File: config.mk
export PLATFORM = sky130hd
export DESIGN_NAME = disparity_scheduler
export DESIGN_NICKNAME = d
export VERILOG_FILES = /design/src/rtl/disparity_scheduler.sv
export SDC_FILE = /design/constraint.sdc
export NUM_CORES = 1
export LEC_CHECK = 0
export ABC_AREA = 1
export CAP_MARGIN = 20
export CORE_ASPECT_RATIO = 0.75
export CORE_UTILIZATION = 56
export DETAILED_ROUTE_END_ITERATION = 6
export PLACE_DENSITY = 0.89
export SYNTH_ARGS = -nofsm -noshare
export SYNTH_HDL_FRONTEND = slang
export SYNTH_SLANG_ARGS = --single-unit
File: constraint.sdc
create_clock -name HCLK -period 4.4 [get_ports HCLK]
set_input_delay 0.66 -clock HCLK [delete_from_list [all_inputs] [get_ports HCLK]]
set_output_delay 0.66 -clock HCLK [all_outputs]
set_load 0.01 [all_outputs]
File: src/rtl/disparity_scheduler.sv
// Stereo SSD disparity search sequencer: walks the frame two columns at a time,
// sweeps disparity offsets through an SSD engine and emits the per-lane minimum.
module disparity_scheduler #(
  parameter int WIDTH      = 320,
  parameter int HEIGHT     = 240,
  parameter int MIN_OFFSET = 4,
  parameter int MAX_OFFSET = 10,
  parameter int SCALE      = 25,
  parameter int LINE_GAP   = 160,
  parameter int SSD_W      = 21
) (
  input  logic             HCLK,
  input  logic             HRESET,
  input  logic             start,
  output logic             busy,
  output logic             done,
  output logic             eng_req_valid,
  input  logic             eng_req_ready,
  output logic [8:0]       eng_row,
  output logic [8:0]       eng_col,
  output logic [4:0]       eng_offset,
  input  logic             eng_rsp_valid,
  input  logic [SSD_W-1:0] eng_ssd_0,
  input  logic [SSD_W-1:0] eng_ssd_1,
  output logic             pix_valid,
  output logic [7:0]       DATA_0,
  output logic [7:0]       DATA_1,
  output logic             HSYNC
);

  typedef enum logic [2:0] {
    IDLE, ISSUE, WAIT, EMIT, GAP
  } state_t;

  localparam int GW = (LINE_GAP > 1) ? $clog2(LINE_GAP) : 1;
  localparam logic [GW-1:0] GAP_LAST =
    GW'((LINE_GAP == 0) ? 0 : LINE_GAP - 1);
  localparam logic [SSD_W-1:0] SSD_INIT = '1;
  localparam logic [4:0] OFF_MIN = 5'(MIN_OFFSET);
  localparam logic [4:0] OFF_MAX = 5'(MAX_OFFSET);

  state_t           state, state_nx;
  logic [8:0]       row, col;
  logic [4:0]       offset;
  logic [SSD_W-1:0] best_ssd_0, best_ssd_1;
  logic [4:0]       best_off_0, best_off_1;
  logic [GW-1:0]    gap_cnt;
  logic             done_q;
  logic [7:0]       data_0_q, data_1_q;

  logic       upd_0, upd_1;
  logic [4:0] nb_off_0, nb_off_1;
  logic       last_off, last_col, last_row;

  function automatic logic [7:0] scale_sat(input logic [4:0] off);
    logic [15:0] p;
    p = 16'(off) * 16'(SCALE);
    return (p > 16'd255) ? 8'hFF : p[7:0];
  endfunction

  always_comb begin
    upd_0    = eng_ssd_0 < best_ssd_0;
    upd_1    = eng_ssd_1 < best_ssd_1;
    nb_off_0 = upd_0 ? offset : best_off_0;
    nb_off_1 = upd_1 ? offset : best_off_1;
    last_off = offset == OFF_MAX;
    last_col = col == 9'(WIDTH - 2);
    last_row = row == 9'(HEIGHT - 1);
  end

  always_comb begin
    state_nx = state;
    unique case (state)
      IDLE:  if (start) state_nx = ISSUE;
      ISSUE: if (eng_req_ready) state_nx = WAIT;
      WAIT:  if (eng_rsp_valid) state_nx = last_off ? EMIT : ISSUE;
      EMIT: begin
        if (!last_col)
          state_nx = ISSUE;
        else if (!last_row)
          state_nx = (LINE_GAP == 0) ? ISSUE : GAP;
        else
          state_nx = IDLE;
      end
      GAP:   if (gap_cnt == GAP_LAST) state_nx = ISSUE;
      default: state_nx = IDLE;
    endcase
  end

  always_ff @(posedge HCLK) begin
    if (HRESET) begin
      state      <= IDLE;
      row        <= '0;
      col        <= '0;
      offset     <= '0;
      best_ssd_0 <= SSD_INIT;
      best_ssd_1 <= SSD_INIT;
      best_off_0 <= OFF_MIN;
      best_off_1 <= OFF_MIN;
      gap_cnt    <= '0;
      done_q     <= 1'b0;
      data_0_q   <= '0;
      data_1_q   <= '0;
    end else begin
      state  <= state_nx;
      done_q <= 1'b0;
      unique case (state)
        IDLE: if (start) begin
          row        <= '0;
          col        <= '0;
          offset     <= OFF_MIN;
          best_ssd_0 <= SSD_INIT;
          best_ssd_1 <= SSD_INIT;
          best_off_0 <= OFF_MIN;
          best_off_1 <= OFF_MIN;
        end
        WAIT: if (eng_rsp_valid) begin
          if (upd_0) best_ssd_0 <= eng_ssd_0;
          if (upd_1) best_ssd_1 <= eng_ssd_1;
          best_off_0 <= nb_off_0;
          best_off_1 <= nb_off_1;
          // Result is latched here so it is valid during the EMIT cycle.
          if (last_off) begin
            data_0_q <= scale_sat(nb_off_0);
            data_1_q <= scale_sat(nb_off_1);
          end else begin
            offset <= offset + 5'd1;
          end
        end
        EMIT: begin
          offset     <= OFF_MIN;
          best_ssd_0 <= SSD_INIT;
          best_ssd_1 <= SSD_INIT;
          best_off_0 <= OFF_MIN;
          best_off_1 <= OFF_MIN;
          gap_cnt    <= '0;
          if (!last_col) begin
            col <= col + 9'd2;
          end else if (!last_row) begin
            col <= '0;
            row <= row + 9'd1;
          end else begin
            col    <= '0;
            row    <= '0;
            done_q <= 1'b1;
          end
        end
        GAP: gap_cnt <= gap_cnt + 1'b1;
        default: ;
      endcase
    end
  end

  assign busy          = state != IDLE;
  assign done          = done_q;
  assign eng_req_valid = state == ISSUE;
  assign eng_row       = row;
  assign eng_col       = col;
  assign eng_offset    = offset;
  assign pix_valid     = state == EMIT;
  assign DATA_0        = data_0_q;
  assign DATA_1        = data_1_q;
  assign HSYNC         = state == GAP;

endmodule

==> impl_metrics.ini <==
[drt]
avgRoutedWirePerCell_um = 14.6
first_pass_iters = 6
drcViolationCount = 0
ant_nets = 0
routed_via_count_divided_by_cell_count = 5.39
drt-initial-drc-count = 563
post_detailed_routing_wire_length_um = 17600
vias = 6514

[synth]
post_synth.cell_area_avg_um2 = 7.23
post_synth_mux_area_share_pct = 0
synth_cells = 912
synth_fa_ha_area_share_pct = 13.7
synth_top_family_by_area = simple AND/OR/NAND/NOR gates
synth.lib_cells_used.distinct = 47
mappedNetlistArea_um2 = 6590
synth_area_in_compound_gates_pct = 14.7
yosys_warnings = 0
yosys_register_bits = 102
synth_simple_gate_area_share_pct = 27.2
synth-xor-area-share_pct = 2.39
ys_seq_area_share_pct = 31.0
mappedNetlistNets = 1030

[layout]
layout.cells.most_common = sky130_fd_sc_hd__nand2_1
areaGrowthSynthToFinish_pct = 32.6
final_nets = 1165
ff_latch_area_um2 = 2040
share_of_layout_cells_above_drive_strength_1_pct = 17.8
antenna-diode-count = 0
multi_input_area_um2 = 4170
layout.core_utilization_pct = 78.1
most-common-layout-cells = 197 x sky130_fd_sc_hd__nand2_1, 146 x sky130_fd_sc_hd__inv_1, 102 x sky130_fd_sc_hd__dfxtp_1, 83 x sky130_fd_sc_hd__clkdlybuf4s50_1, 76 x sky130_fd_sc_hd__nor2_1
fill_cells = 723

[grt]
grt_antenna_before_repair = 0
grt_max_degree = 43
global_route.overflow_total = 0
first_global_vias = 6163
grt_pass1_wl_um = 27200
grt_util_all_layers_pct = 27.7

[cts]
clock_tree.root_cell = sky130_fd_sc_hd__clkbuf_16
tritoncts_sinks = 102
cts-htree-levels = 3
clkSlewWorstSetupHoldPaths_ps = 70
clkLatencyLatePin_ps = 350
cts_hold_buf = 0
clock_tree_from_tritoncts = built
cts_inserted_buffers = 9
ctsLongestPathBuffers = 2

[sta]
final-setup-viol-count = 1
final.setup_skew_ps = 7.31
measured_slew_at_the_worst_slew_check_pin_ps = 765
clock.fmax_mhz = 227
hold_viol_final = 0
period_utilisation_layout_pct = 100
setup_slack_ps = -4.61
slew_violations = 0
timing.final.crit_period_ps = 4400
relative_slew_margins_pct = 48.7

[worst_setup_path]
crit-reg2reg-launch = best_ssd_1[4]
cpLargestDelayFamily = adder cells
critPathBufInv = 5
cpMaxStageDelayCell = sky130_fd_sc_hd__clkdlybuf4s50_1
cp_max_fo = 8
worstSetupPathDepth = 24
critical_path_arrival_ps = 4660
criticalPathCategory = in -> reg
cp-start-kind = input pin
worstRegToRegCells = 24
worst_path_cell_chain = clkdlybuf4s50_1, ha_1, a21oi_1, nand3_2, nand2_4, nand3_4, buf_4, nand2_1, nand2_2, xnor2_2, ha_1, ha_1, ha_1, inv_1, a21oi_1, o21ai_1, nand2_1, xor2_2, inv_1, nand2_1, nand2_4, nand4_1, nand2_1, inv_1
max_stage_delay_ps = 500
worst_setup_path_end_kind = register
cp.required_ps = 4650
critPathLaunch = eng_ssd_1[4]

[placed_design]
io_buffers = 89
gp_weighted_congestion = 0.853
dp_hpwl_um = 11500

[die]
design.die.area_um2 = 12200
die_width_um = 127
initial_core_util_pct = 58.9
core_area_um2 = 11200
io-pin-count = 91
floorplan.die.height_um = 96.0
placement_rows = 33

[power]
finalPower_mw = 2.90
leakage_nw = 4.27
areal_power_density_over_the_cells_nw_per_um2 = 331
irDropWorstVdd_v = 0.000220

[job]
max_cap_violations = 0

[hold_path]
hp-start = eng_col[8]
worst_hold_path_type = reg -> reg
hold_depth = 2

[status]
failing_checks = setup timing
run_status = complete, but fails checks
final cells by class:
class                           count  share of cell area [%]
Sequential cell                   102                    23.4
Inverter                          155                    6.66
Timing Repair Buffer              150                    16.0
Multi-Input combinational cell    629                    47.7
Clock buffer                       11                    2.89
Clock inverter                      5                    1.20
Tap cell                          157                    2.25
logic make-up after synthesis:
group / after synthesis
DFF: 102
xor gates and xnor gates: 18
AOI/OAI and AO/OA: 142
other: 1
adders and majority gates: 71
buffers and inverters: 181
and+or+nand+nor: 397
timing repair:
action	CTS	global route
setup endpoints to repair	8	16
pin swaps	1	35
buffers inserted	0	6
gates resized for setup	4	64
layer usage:
| metal | up-vias | part of all wire (%) | GRT usage (%) |
|---|---|---|---|
| met5 | - | 0 | 0 |
| met4 | 0 | 3.0 | 10.1 |
| met3 | 58 | 5.4 | 4.78 |
| met2 | 237 | 47 | 48.5 |
| met1 | 2981 | 44 | 34.5 |
| li1 | 3238 | - | - |
worst min-delay path, delay by kind of cell, from the launching register on:
family | cells | cell delay, ps
DFF | 1 | 320
and+or+nand+nor | 1 | 60
AOI/OAI and AO/OA | 1 | 50
registers in the layout, summed over array words and instances (netlist names):
signal	flops
eng_row	9
best_off_1	5
done	1
DATA_1	8
best_ssd_0	21
eng_offset	5
state	3
gap_cnt	8
best_ssd_1	21
DATA_0	8
eng_col	8
best_off_0	5
stage by stage:
stage | TNS (ps) | hold slack, ps | instances | area [um2] | setup WS (ps)
final | -4.61 | 484 | 1209 | 8740 | -4.61
after global routing | -1290 | 504 | 1209 | 8740 | -190
after CTS | 0 | 475 | 1203 | 8350 | 8.20
after detailed placement | -4230 | 461 | 1187 | 7970 | -290
after global placement | -1410 | 455 | 1187 | 7970 | -189
after floorplan | 0 | 444 | 912 | 6590 | 502
final timing paths:
check,slack [ps],end
max,-5,DATA_1[6]
min,480,eng_col[8]
max reg2reg,360,DATA_1[6]
min reg2reg,480,eng_col[8]
Yosys cell counts, drive strengths merged:
cell type | number | area share (%)
nand2 | 219 | 13
inv | 154 | 8.8
dfxtp | 102 | 31
nor2 | 93 | 5.9
ha | 69 | 13
a21oi | 48 | 3.9
o21ai | 36 | 2.7
nand4 | 34 | 3.2
nand3 | 25 | 2.1
o22ai | 23 | 4.1
o211ai | 21 | 2.4
nor3 | 14 | 1.5
buf | 13 | 1.3
clkbuf | 13 | 0.74
xor2 | 10 | 1.3
xnor2 | 8 | 1.1
a221oi | 4 | 0.53
and2 | 3 | 0.28
nor3b | 3 | 0.34
or2 | 3 | 0.32
a211oi | 2 | 0.23
a21o | 2 | 0.23
a31oi | 2 | 0.19
fa | 2 | 0.61
nor4 | 2 | 0.38
a21boi | 1 | 0.11
a22oi | 1 | 0.11
a311oi | 1 | 0.13
clkinv | 1 | 0.057
conb | 1 | 0.057
nand3b | 1 | 0.11
o21bai | 1 | 0.11
where the power goes:
part | switching, mW | internal, mW | leakage [nW]
clock network | 0.362 | 0.587 | 0.168
registers | 0.0259 | 0.975 | 0.828
logic | 0.529 | 0.418 | 3.27
(Power assumes the default switching activity.)
